**src/rtl/arc4_crack_ctrl.sv**
```systemverilog
// ARC4 key-search sequencer. For each candidate key it runs init, ksa and
// prga over their en/rdy handshakes, owns arbitration of the shared S-memory
// and PT-memory ports, then scans the decrypted plaintext for printable bytes.
// The search ends when a key is accepted or when KEY_LAST has been tried.
// Optional build macro: ARC4_CRACK_STATS_EN adds the keys_tried counter port.
module arc4_crack_ctrl #(
  parameter logic [23:0] KEY_LAST = 24'hFFFFFF,
  parameter logic [7:0]  PRINT_LO = 8'h20,
  parameter logic [7:0]  PRINT_HI = 8'h7E
) (
  input  logic        clk,
  input  logic        rst,
  input  logic        en,
  output logic        rdy,
  input  logic [23:0] key_start,
  output logic [23:0] key_out,
  output logic        key_valid,
  output logic [23:0] cur_key,
  output logic        init_en,
  output logic        ksa_en,
  output logic        prga_en,
  input  logic        init_rdy,
  input  logic        ksa_rdy,
  input  logic        prga_rdy,
  input  logic [7:0]  init_s_addr,
  input  logic [7:0]  init_s_wrdata,
  input  logic        init_s_wren,
  input  logic [7:0]  ksa_s_addr,
  input  logic [7:0]  ksa_s_wrdata,
  input  logic        ksa_s_wren,
  input  logic [7:0]  prga_s_addr,
  input  logic [7:0]  prga_s_wrdata,
  input  logic        prga_s_wren,
  output logic [7:0]  s_addr,
  output logic [7:0]  s_wrdata,
  output logic        s_wren,
  input  logic [7:0]  prga_pt_addr,
  input  logic [7:0]  prga_pt_wrdata,
  input  logic        prga_pt_wren,
  output logic [7:0]  pt_addr,
  output logic [7:0]  pt_wrdata,
  output logic        pt_wren,
  input  logic [7:0]  pt_rddata
`ifdef ARC4_CRACK_STATS_EN
  ,
  output logic [24:0] keys_tried
`endif
);

  typedef enum logic [3:0] {
    IDLE,
    INIT_GO, INIT_LO, INIT_HI,
    KSA_GO,  KSA_LO,  KSA_HI,
    PRGA_GO, PRGA_LO, PRGA_HI,
    CHK_LEN, CHK_LEN_W, CHK_RD, CHK_RD_W, CHK_CMP,
    NEXT
  } state_t;

  state_t      state, state_nx;
  logic [7:0]  len;
  logic [8:0]  idx;   // one bit wider than len so len=255 still terminates

  logic start, accept, give_up, advance, len_ld, idx_inc, chk_done;

  function automatic logic printable(input logic [7:0] b);
    return (b >= PRINT_LO) && (b <= PRINT_HI);
  endfunction

  // State register
  always_ff @(posedge clk) begin
    if (rst) state <= IDLE;
    else     state <= state_nx;
  end

  // Next-state logic, start pulses and datapath strobes
  always_comb begin
    state_nx = state;
    init_en  = 1'b0;
    ksa_en   = 1'b0;
    prga_en  = 1'b0;
    start    = 1'b0;
    accept   = 1'b0;
    give_up  = 1'b0;
    advance  = 1'b0;
    len_ld   = 1'b0;
    idx_inc  = 1'b0;
    chk_done = 1'b0;
    case (state)
      IDLE:      if (en && rdy) begin start = 1'b1; state_nx = INIT_GO; end
      INIT_GO:   begin init_en = 1'b1; state_nx = INIT_LO; end
      INIT_LO:   if (!init_rdy) state_nx = INIT_HI;
      INIT_HI:   if (init_rdy)  state_nx = KSA_GO;
      KSA_GO:    begin ksa_en = 1'b1; state_nx = KSA_LO; end
      KSA_LO:    if (!ksa_rdy) state_nx = KSA_HI;
      KSA_HI:    if (ksa_rdy)  state_nx = PRGA_GO;
      PRGA_GO:   begin prga_en = 1'b1; state_nx = PRGA_LO; end
      PRGA_LO:   if (!prga_rdy) state_nx = PRGA_HI;
      PRGA_HI:   if (prga_rdy)  state_nx = CHK_LEN;
      CHK_LEN:   state_nx = CHK_LEN_W;
      CHK_LEN_W: begin
        len_ld = 1'b1;
        if (pt_rddata == 8'd0) begin
          accept   = 1'b1;
          chk_done = 1'b1;
          state_nx = IDLE;
        end else begin
          state_nx = CHK_RD;
        end
      end
      CHK_RD:    state_nx = CHK_RD_W;
      CHK_RD_W:  state_nx = CHK_CMP;
      CHK_CMP: begin
        if (!printable(pt_rddata)) begin
          chk_done = 1'b1;
          state_nx = NEXT;
        end else if (idx == {1'b0, len}) begin
          accept   = 1'b1;
          chk_done = 1'b1;
          state_nx = IDLE;
        end else begin
          idx_inc  = 1'b1;
          state_nx = CHK_RD;
        end
      end
      NEXT: begin
        if (cur_key == KEY_LAST) begin
          give_up  = 1'b1;
          state_nx = IDLE;
        end else begin
          advance  = 1'b1;
          state_nx = INIT_GO;
        end
      end
      default:   state_nx = IDLE;
    endcase
  end

  // Memory-port arbitration: the grant follows the registered state only
  always_comb begin
    s_addr    = 8'd0;
    s_wrdata  = 8'd0;
    s_wren    = 1'b0;
    pt_addr   = 8'd0;
    pt_wrdata = 8'd0;
    pt_wren   = 1'b0;
    case (state)
      INIT_GO, INIT_LO, INIT_HI: begin
        s_addr   = init_s_addr;
        s_wrdata = init_s_wrdata;
        s_wren   = init_s_wren;
      end
      KSA_GO, KSA_LO, KSA_HI: begin
        s_addr   = ksa_s_addr;
        s_wrdata = ksa_s_wrdata;
        s_wren   = ksa_s_wren;
      end
      PRGA_GO, PRGA_LO, PRGA_HI: begin
        s_addr    = prga_s_addr;
        s_wrdata  = prga_s_wrdata;
        s_wren    = prga_s_wren;
        pt_addr   = prga_pt_addr;
        pt_wrdata = prga_pt_wrdata;
        pt_wren   = prga_pt_wren;
      end
      // Address is held through the wait and compare so the RAM output stays
      // on the byte being tested; CHK_LEN/CHK_LEN_W read address 0.
      CHK_RD, CHK_RD_W, CHK_CMP: pt_addr = idx[7:0];
      default: ;
    endcase
  end

  // Control and result registers
  always_ff @(posedge clk) begin
    if (rst) begin
      rdy       <= 1'b1;
      key_valid <= 1'b0;
      key_out   <= 24'd0;
      cur_key   <= 24'd0;
    end else begin
      if (start) begin
        cur_key   <= key_start;
        rdy       <= 1'b0;
        key_valid <= 1'b0;
      end
      if (accept) begin
        key_out   <= cur_key;
        key_valid <= 1'b1;
        rdy       <= 1'b1;
      end
      if (give_up) begin
        key_valid <= 1'b0;
        rdy       <= 1'b1;
      end
      if (advance) cur_key <= cur_key + 24'd1;
    end
  end

  // Plaintext scan length and byte index (always written before use)
  always_ff @(posedge clk) begin
    if (len_ld) begin
      len <= pt_rddata;
      idx <= 9'd1;
    end else if (idx_inc) begin
      idx <= idx + 9'd1;
    end
  end

`ifdef ARC4_CRACK_STATS_EN
  // Count of candidate keys whose plaintext check has completed
  always_ff @(posedge clk) begin
    if (rst || start) keys_tried <= 25'd0;
    else if (chk_done) keys_tried <= keys_tried + 25'd1;
  end
`endif

endmodule
```
**config.mk**
```make
export PLATFORM = sky130hd
export DESIGN_NAME = arc4_crack_ctrl
export DESIGN_NICKNAME = d
export VERILOG_FILES = /design/src/rtl/arc4_crack_ctrl.sv
export SDC_FILE = /design/constraint.sdc
export NUM_CORES = 1
export LEC_CHECK = 0
export ABC_AREA = 1
export CAP_MARGIN = 40
export CORE_MARGIN = 3
export CORE_UTILIZATION = 39
export CTS_CLUSTER_DIAMETER = 120
export CTS_CLUSTER_SIZE = 25
export DETAILED_ROUTE_END_ITERATION = 12
export GPL_TIMING_DRIVEN = 0
export HOLD_SLACK_MARGIN = 0.02
export PLACE_DENSITY = 0.82
export SYNTH_ARGS = -nofsm -noshare
export SYNTH_HDL_FRONTEND = slang
export SYNTH_SLANG_ARGS = --single-unit
```
**constraint.sdc**
```tcl
create_clock -name clk -period 4.85 [get_ports clk]
set_clock_uncertainty 0.2 [all_clocks]
set_input_delay 0.97 -clock clk [delete_from_list [all_inputs] [get_ports clk]]
set_output_delay 0.97 -clock clk [all_outputs]
set_load 0.1 [all_outputs]
```
==> impl_results.md, run 1 <==
* Status: completed
* Number of global-route vias before repair at 6,236
* Final WL at between 20,000 and 25,000 microns
* Total gr overflow at 0
* Worst vdd ir at 0.000258 V
* H-tree depth at 3
* Clock insertion delay at the later pin of the skew report at 0.33 ns
* Hold Worst Slack at 0.280 ns
* Worst R2R Start: cur_key[1]
* Reg clk slew, reported paths at 0.06 ns
* DIE AREA at 12,800 sq um
* Max-slew violations at 0
* Post-CTS Hold Fix Bufs at 0
* Synth cell types at 36
* DP HPWL at 16,000 microns
* Area grow syn2layout at 89.0%
* Worst setup SP type: register
* DRT iter0 DRCs at 649
* CP Capture Type: output port
* Initial antenna violation count at 0
* Avg Inst Size Synth at 6.15 sq um
* Actual slew at the worst max-slew pin at 0.533 ns
* Max-slew headroom at between 60 and 70%
* Die X at ~110 microns
* # diodes at 0
* Worst Setup SP: state[0]
* Crit share post-route at between 80% and 90%
* TritonCTS Buffers at 9
* Global Route Usage Sum at a little under a third
* Die Ht at 113 microns
* Synthesized area at 4490 sq um
* Worst hold path startpoint: key_out[1]
* Final Hold Fails at 0
* Final Wtd Congestion at 0.933
* Io pins at approximately 190
* # clock sinks at 71
* Final setup viols at 0
* Fmax at 0.243 GHz
* Worst Path Max Fanout at 10
* Hold WC Path Type: reg -> reg
* Largest net degree at the start of global routing at 16
* Gate Count Post-Synth at 730
* Syn nets at 838
* Root Buffer: clkbuf_16
* Pwr/cell area at 291 nW/um^2
* CTS tree: yes
* DRC viols at 0
* WL per Instance at 17.5 microns
* Worst path arrival time at 2.94 ns
* Worst setup path class: reg -> out
* Unrepaired setup endpoints after global routing: false
* Leak pwr at roughly 3.6 nW
* CP required at 3.68 ns
* Register area share after synthesis at 33.4%
* Antenna-violating nets left at 0
* Fillers at ~710
* TritonRoute pass-1 iters at 6
* Postcts setup bufs at 0
* Final setup TNS at 0 ns
* Total Nets Final at 1,128
* Synthesized flop and latch total at 71
* Vias per std cell at 5.33
* Post-layout minimum cycle time at 4.11 ns
* Most common cell after layout, fill and taps aside: nand2_1
* Starting Density at 40.7%
* Gates resized, CTS repair at 0
* Row count at 38
* Worst reg2reg setup slack at 2.51 ns
* Via count at 6,207
* Share of layout cells above drive strength 1 at 14.0%
* Yosys Warn Count at 0
* First-pass GRT wire length at ~32,000 microns
* Core area at 11,000 sq um
* PortBufs at 192
* Max cap viols at 0
* Commonest cells after routing, fill and taps aside: 234 x nand2_1, 192 x clkdlybuf4s50_1, 112 x nor2_1
* Clk buf depth at 2
## metrics by stage
step                setup slack, ns  instance area, sq um  total power, mW  std cells  util (%)
floorplan                    0.0414                  4490             1.23        730         -
global placement              0.799                  6590             1.48       1062      59.7
detailed placement             1.17                  8140             1.72       1149      73.8
CTS                           0.822                  8490             2.47       1165      76.9
global route                  0.626                  8490             2.54       1165      76.9
finish                        0.741                  8490             2.47       1165      76.9
## worst max-delay path, cell delays in order (launching register included)
cell	delay [ns]
dfxtp_1	0.37
inv_1	0.10
nand2_1	0.13
clkbuf_1	0.43
clkbuf_1	0.41
nand3_1	0.17
nand3_1	0.15
clkdlybuf4s50_1	0.63
buf_16	0.20
## where the power goes
group	internal [mW]	total [mW]	switching (mW)
Clock	0.496	0.750	0.254
Sequential	0.621	0.669	0.0480
Combinational	0.418	1.05	0.635
Total	1.53	2.47	0.937
## cells in the mapped netlist (all sizes together)
| cell | number | area (sq um) |
|---|---|---|
| clkinv | 1 | 5.00 |
| ha | 2 | 25.0 |
| nor4 | 1 | 6.26 |
| a22oi | 6 | 45.0 |
| clkbuf | 8 | 30.0 |
| edfxtp | 8 | 240 |
| nand3 | 83 | 415 |
| a31oi | 1 | 6.26 |
| o21ai | 29 | 145 |
| o211ai | 2 | 15.0 |
| o221ai | 1 | 8.76 |
| nor2 | 121 | 500 |
| a21boi | 4 | 30.0 |
| buf | 20 | 129 |
| nand3b | 2 | 15.0 |
| xnor2 | 5 | 43.8 |
| dfxtp | 63 | 1260 |
| o21bai | 1 | 7.51 |
| or2 | 2 | 12.5 |
| nand4 | 3 | 18.8 |
| nand2 | 239 | 910 |
| xor2 | 17 | 149 |
| inv | 76 | 285 |
| nor3 | 4 | 20.0 |
| a21oi | 31 | 166 |
## cell type report
cell class	count	area [sq um]	area share (%)
Inverter	77	290	3.42
Clock buffer	12	268	3.16
Timing Repair Buffer	279	3480	41.0
Multi-Input combinational cell	554	2540	29.9
Tap cell	140	175	2.06
Buffer	28	159	1.87
Sequential cell	71	1500	17.7
Clock inverter	4	73.8	0.870
## worst paths after layout
kind                      end  depth (start not counted)
setup / recovery  s_wrdata[1]                          8
hold / removal     key_out[1]                          2
setup reg to reg  cur_key[18]                         11
hold reg to reg    key_out[1]                          2
## layer usage
metal | GRT usage [%] | up-vias | wire [microns]
met5 | 0 | - | 0
li1 | - | 2894 | -
met1 | 32.4 | 2817 | 7030
met3 | 7.38 | 108 | 1920
met2 | 57.4 | 388 | 10100
met4 | 19.0 | 0 | 1330
## sequential cells by signal (all words and copies together), names as in the netlist
| name | count |
|---|---|
| state | 4 |
| key_out | 24 |
| key_valid | 1 |
| cur_key | 24 |
| rdy | 1 |
| len | 8 |
| idx | 9 |
## cell families after synthesis
logic type               synth area share [%]
XOR/XNOR                                 4.29
adder cells (fa/ha/maj)                 0.557
buffers and inverters                    10.0
flip-flops                               33.4
AND/OR/NAND/NOR                          42.3
AO/OA/AOI/OAI                            9.45
Note: power is estimated with default switching activity, not from simulation.
==> run 2: changes to the inputs <==
clock period = 3.8 ns   (was 4.85 ns; I/O delays follow)
==> run 2 against run 1 <==
  * Sequential share of layout area fell by 0.14 points
  * Critical path depth rose by 3
  * Global-route usage rose by 0.39 points
  * Sequential power rose by 27%
  * Utilization rose by 0.60 points
  * Combinational power rose by 32%
  * Clock power rose by 23%
==> impl_results.md, run 2 (synthesized netlist as in run 1, its figures left out) <==
* Status: completed
* Die X at 113 microns (unchanged)
* Hold depth at 2 (unchanged)
* # clock sinks at 71 (unchanged)
* Reg2Reg Depth at 9 (-2)
* Final Hold Fails at 0 (unchanged)
* Area grow syn2layout at 90.4%
* FF-to-FF End: cur_key[4]
* Worst path arrival time at 2.72 ns (-0.22 ns)
* Worst reg2reg setup slack at 1.42 ns (-1.09 ns)
* Max cap viols at 0 (unchanged)
* Io pins at 193 (unchanged)
* Fmax at around 0.27 GHz
* Finished Cell Area at 8550 sq um (+0.78%)
* Initial antenna violation count at 0 (unchanged)
* DIE AREA at 12,800 sq um (unchanged)
* TritonRoute pass-1 iters at 5 (-1)
* Largest net degree at the start of global routing at 16 (unchanged)
* Area post-placement at 8230 sq um (+1.1%)
* Antenna-violating nets left at 0 (unchanged)
* Slowest CP cell: clkdlybuf4s50_1
* Hold Worst Slack at 0.289 ns (+0.00876 ns)
* Root Buffer: clkbuf_16
* Row count at 38 (unchanged)
* Leak pwr at 3.61 nW (+0.72%)
* WL per Instance at 17.5 microns (about the same)
* Final WL at 20,400 microns (-0.20%)
* Worst setup SP type: register
* Final Wtd Congestion at 0.936 (+0.34%)
* Total Nets Final at 1,126 (-0.18%)
* Clk buf depth at 2 (unchanged)
* Post-Place Setup Slack at 0.259 ns (-0.913 ns)
* Core area at 11,000 sq um (unchanged)
* Vias per std cell at 5.28 (-0.96%)
* Share of layout cells above drive strength 1 at 14.5% (+0.42 points)
* # diodes at 0 (unchanged)
* Hold WC Path Type: reg -> reg
* Pwr/cell area at 370 nW/um^2 (+27%)
* Unrepaired setup endpoints after global routing: false
* Worst vdd ir at 0.000284 V (+10%)
* Global Route Usage Sum at 31.8% (+0.39 points)
* Number of global-route vias before repair at 6,236 (unchanged)
* Worst hold path startpoint: key_out[19]
* CP Capture Type: output port
* CTS tree: yes
* Worst setup path class: reg -> out
* Final setup viols at 0 (unchanged)
* Final core area utilization at 77.5% (+0.60 points)
* Largest regs: cur_key (24), key_out (24), idx (9)
* DRC viols at 0 (unchanged)
* Postcts setup bufs at 0 (unchanged)
* Most common cell after layout, fill and taps aside: nand2_1
* Commonest cells after routing, fill and taps aside: 234 x nand2_1, 192 x clkdlybuf4s50_1, 111 x nor2_1
* CP max stage delay at 0.63 ns (about the same)
* CP most frequent cell: inv_1
* Reg clk slew, reported paths at 0.06 ns (about the same)
* TritonCTS Buffers at 9 (unchanged)
* Post-CTS Hold Fix Bufs at 0 (unchanged)
* CP required at 2.84 ns (-0.84 ns)
* Post-layout worst setup margin at 0.124 ns (-0.617 ns)
* Total gr overflow at 0 (unchanged)
* Die Ht at 113 microns (unchanged)
* Hold worst-path end: key_out[19]
* Crit share post-route at 96.7%
* DP HPWL at 16,300 microns (+1.6%)
* Pwr Total at 3.17 mW (+28%)
* H-tree depth at 3 (unchanged)
* Clock insertion delay at the later pin of the skew report at 0.33 ns (about the same)
* Max-slew violations at 0 (unchanged)
* First-pass GRT wire length at 32,300 microns (+0.93%)
* Starting Density at 40.7% (unchanged)
* Max-slew headroom at 62.2% (-1.9 points)
* DRT iter0 DRCs at 600 (-7.6%)
* Actual slew at the worst max-slew pin at 0.567 ns (+0.0347 ns)
* Worst R2R Start: cur_key[0]
* Via count at 6,137 (-1.1%)
* Worst Path Max Fanout at 10 (unchanged)
* PortBufs at 192 (unchanged)
* CP cell instances: inv_1, nor2_1, inv_1, nor2_2, inv_1, nand2_2, buf_2, nand2_1, nand3_1, clkdlybuf4s50_1, buf_16
* Post-layout minimum cycle time at 3.68 ns
## run 2: cell count changes in the layout (fill, tap and decap cells not counted), sizes merged
cell	delta
clkinv	+1
clkinvlp	-1
inv	-1
clkbuf	-1
## run 2: worst max path at each step
stage,startpoint,to,slack (ns),depth (start not counted)
2_1_floorplan,state[2],pt_wrdata[0],-0.26,8
3_3_place_gp,state[0],s_addr[1],0.009,7
3_5_place_dp,state[0],s_addr[4],0.26,8
4_1_cts,state[0],s_addr[4],0.07,7
5_1_grt,state[2],s_addr[4],0.002,11
6_report,state[2],s_addr[4],0.12,11
## run 2: metrics by stage
step	instances	TNS [ns]
global route	1163	0
detailed placement	1149	0
floorplan	730	-2.35
global placement	1062	0
finish	1163	0
CTS	1164	0
## run 2: final cells by class
cell class | count | area (sq um)
Multi-Input combinational cell | 554 | 2550
Sequential cell | 71 | 1500
Fill cell | 692 | 2480
Buffer | 26 | 153
Clock buffer | 13 | 260
Clock inverter | 3 | 65.1
Timing Repair Buffer | 279 | 3550
Inverter | 77 | 290
Tap cell | 140 | 175
## run 2: per-layer routing
layer	global-route usage (%)	vias up	routed length (microns)
li1	-	2886	-
met3	7.59	87	1880
met1	34.2	2789	7200
met4	18.9	0	1240
met2	56.6	375	10100
met5	0	-	0
## run 2: power by group
part | leakage, nW | switching, mW | internal, mW
Combinational | 2.87 | 0.825 | 0.565
Sequential | 0.583 | 0.0596 | 0.792
Clock | 0.160 | 0.314 | 0.610
## run 2: critical path, delay by kind of cell, from the launching register on
kind | cells | cell delay, ns
simple gates | 5 | 0.60
flops | 1 | 0.43
buf+inv | 6 | 1.34
## run 2: what timing repair did
| item | in CTS | in global routing |
|---|---|---|
| setup endpoints to repair | 3 | 4 |
| resized for setup | 0 | 2 |
| pin swaps | 0 | 0 |
==> run 3: changes to the inputs <==
GPL_ROUTABILITY_DRIVEN = 0   (was not set)
SETUP_SLACK_MARGIN = 0.1   (was not set)
==> run 3 against run 2 <==
  * First-iteration DRC count is 9.0% lower
  * Largest cell class unchanged
  * Non-clock buffer count is 2 higher
  * Power is 4.3% lower
==> impl_results.md, run 3 (synthesized netlist as in run 1, its figures left out) <==
* Final core area utilization at 76.5% (-1.0 points)
* Max cap viols at 0 (unchanged)
* # diodes at 0 (unchanged)
* CP cell instances: inv_1, nor2_1, nand2_1, nand2_2, clkbuf_4, nand2_1, o21ai_2, clkdlybuf4s50_1, buf_16
* Hold depth at 2 (unchanged)
* Total gr overflow at 0 (unchanged)
* Vias per std cell at 5.23 (-0.89%)
* Worst setup SP type: register
* Comb pwr share at 42.5% (-1.4 points)
* Status: completed
* TritonCTS Buffers at 9 (unchanged)
* Max-slew headroom at 60.2% (-1.9 points)
* Unrepaired setup endpoints after global routing: false
* DIE AREA at 12,800 sq um (unchanged)
* CP max stage delay at 0.59 ns (-0.04 ns)
* Global Route Usage Sum at 29.1% (-2.8 points)
* Cell family with most CP delay: buffers and inverters
* Post-layout minimum cycle time at 3.50 ns (-0.177 ns)
* Hold worst-path end: key_out[1]
* Die Ht at 113 microns (unchanged)
* Pwr/cell area at 359 nW/um^2 (-3.0%)
* Share of layout cells above drive strength 1 at 15.2% (+0.75 points)
* Clock insertion delay at the later pin of the skew report at 0.33 ns (about the same)
* Hold WC Path Type: reg -> reg
* Leak pwr at 3.57 nW (-1.2%)
* CP Capture Type: output port
* Worst hold path startpoint: key_out[1]
* Via count at 6,093 (-0.72%)
* Worst Path Max Fanout at 10 (unchanged)
* Final setup viols at 0 (unchanged)
* DP HPWL at 14,900 microns (-8.8%)
* Initial antenna violation count at 0 (unchanged)
* Antenna-violating nets left at 0 (unchanged)
* Crit share post-route at 92.1% (-4.7 points)
* Worst path arrival time at 2.54 ns (-0.18 ns)
* Net switching power at 1.17 mW (-2.3%)
* Gates resized, CTS repair at 1 (+1)
* Actual slew at the worst max-slew pin at 0.596 ns (+0.0288 ns)
* Worst setup path class: reg -> out
* PortBufs at 192 (unchanged)
* CP required at 2.84 ns (about the same)
* Largest regs: cur_key (24), key_out (24), idx (9)
* WL per Instance at 16.2 microns (-7.6%)
* TritonRoute pass-1 iters at 6 (+1)
* Crit path buffers/inverters at 4 (-2)
* Slowest CP cell: clkdlybuf4s50_1
* Root Buffer: clkbuf_16
* Core area at 11,000 sq um (unchanged)
* Commonest cells after routing, fill and taps aside: 234 x nand2_1, 192 x clkdlybuf4s50_1, 111 x nor2_1
* Largest net degree at the start of global routing at 16 (unchanged)
* CTS tree: yes
* DRT iter0 DRCs at 546 (-9.0%)
* Starting Density at 40.7% (unchanged)
* Max-slew violations at 0 (unchanged)
* Worst reg2reg setup slack at 1.41 ns (about the same)
* DRC viols at 0 (unchanged)
* Die X at 113 microns (unchanged)
* CP most frequent cell: nand2_1
* Reg clk slew, reported paths at 0.06 ns (about the same)
* Seq pwr share at 28.1% (+1.2 points)
* Final WL at 18,900 microns (-7.4%)
* First-pass GRT wire length at 30,000 microns (-7.2%)
* Io pins at 193 (unchanged)
* Sw Ratio at 38.6% (+0.77 points)
* Worst vdd ir at 0.000259 V (-8.9%)
* Worst R2R Start: cur_key[0]
* Area grow syn2layout at 88.0%
* Clk buf depth at 2 (unchanged)
* Fmax at 0.286 GHz (+5.1%)
* Most common cell after layout, fill and taps aside: nand2_1
* FF-to-FF End: cur_key[18]
* Post-CTS Hold Fix Bufs at 0 (unchanged)
* Number of global-route vias before repair at 6,243 (+0.11%)
* # clock sinks at 71 (unchanged)
* Postcts setup bufs at 0 (unchanged)
* Row count at 38 (unchanged)
* Total Nets Final at 1,128 (+0.18%)
* Reg2Reg Depth at 11 (+2)
* Final Hold Fails at 0 (unchanged)
* H-tree depth at 3 (unchanged)
* Clock power share at 29.4% (+0.2 points)
* Final setup TNS at 0 ns (unchanged)
* Cell internal pwr at 1.86 mW (-5.5%)
[run 3: cell types whose count changed in the layout (fill, tap and decap cells not counted), sizes merged]
cell,change
clkbuf,+3
buf,-2
bufinv,-1
clkinv,+1
clkinvlp,+1
[run 3: power by group through the flow]
stage / Sequential [mW] / Clock [mW] / Combinational [mW]
2_1_floorplan: 1.06 / 0 / 0.510
3_3_place_gp: 0.864 / 0 / 1.02
3_5_place_dp: 0.865 / 0 / 1.28
4_1_cts: 0.849 / 0.897 / 1.28
5_1_grt: 0.856 / 0.932 / 1.34
6_report: 0.851 / 0.892 / 1.29
[run 3: worst reg2reg max path: stages (launching register included)]
cell     delay (ns)
dfxtp_1        0.47
ha_1           0.27
nand2_1        0.08
nor2_1         0.11
nand2_1        0.19
nor2_4         0.26
nand2_1        0.11
nand2_2        0.11
buf_4          0.19
nand2_1        0.10
nand2_1        0.11
a21oi_1        0.07
[run 3: stage by stage]
| stage | hold slack [ns] | power [mW] | cells | area [sq um] | setup slack [ns] |
|---|---|---|---|---|---|
| 3_3_place_gp | 0.264 | 1.88 | 1062 | 6620 | 0.0432 |
| 5_1_grt | 0.318 | 3.13 | 1165 | 8440 | 0.145 |
| 6_report | 0.287 | 3.03 | 1165 | 8440 | 0.301 |
| 4_1_cts | 0.291 | 3.03 | 1165 | 8430 | 0.190 |
| 2_1_floorplan | 0.269 | 1.57 | 730 | 4520 | -0.261 |
| 3_5_place_dp | 0.280 | 2.14 | 1149 | 8110 | 0.409 |
[run 3: cell type report]
type | instances | area (sq um)
Tap cell | 140 | 175
Fill cell | 719 | 2590
Buffer | 28 | 166
Clock inverter | 4 | 51.3
Clock buffer | 12 | 268
Multi-Input combinational cell | 554 | 2570
Sequential cell | 71 | 1500
Timing Repair Buffer | 279 | 3420
Inverter | 77 | 290
[run 3: how the worst max path moves through the flow]
stage | slack (ns) | end | start | cells after the start
2_1_floorplan | -0.26 | pt_wrdata[0] | state[2] | 8
3_5_place_dp | 0.41 | s_addr[0] | state[0] | 8
5_1_grt | 0.14 | pt_addr[2] | state[3] | 9
3_3_place_gp | 0.04 | s_addr[0] | state[0] | 7
4_1_cts | 0.19 | s_addr[4] | state[0] | 8
6_report | 0.30 | pt_addr[2] | state[3] | 9
[run 3: metal layers]
layer	wire [microns]	vias to the layer above	global-route usage, %
li1	-	2882	-
met1	6760	2731	31.9
met2	9250	387	51.8
met3	1670	93	5.35
met4	1200	0	17.5
met5	0	-	0
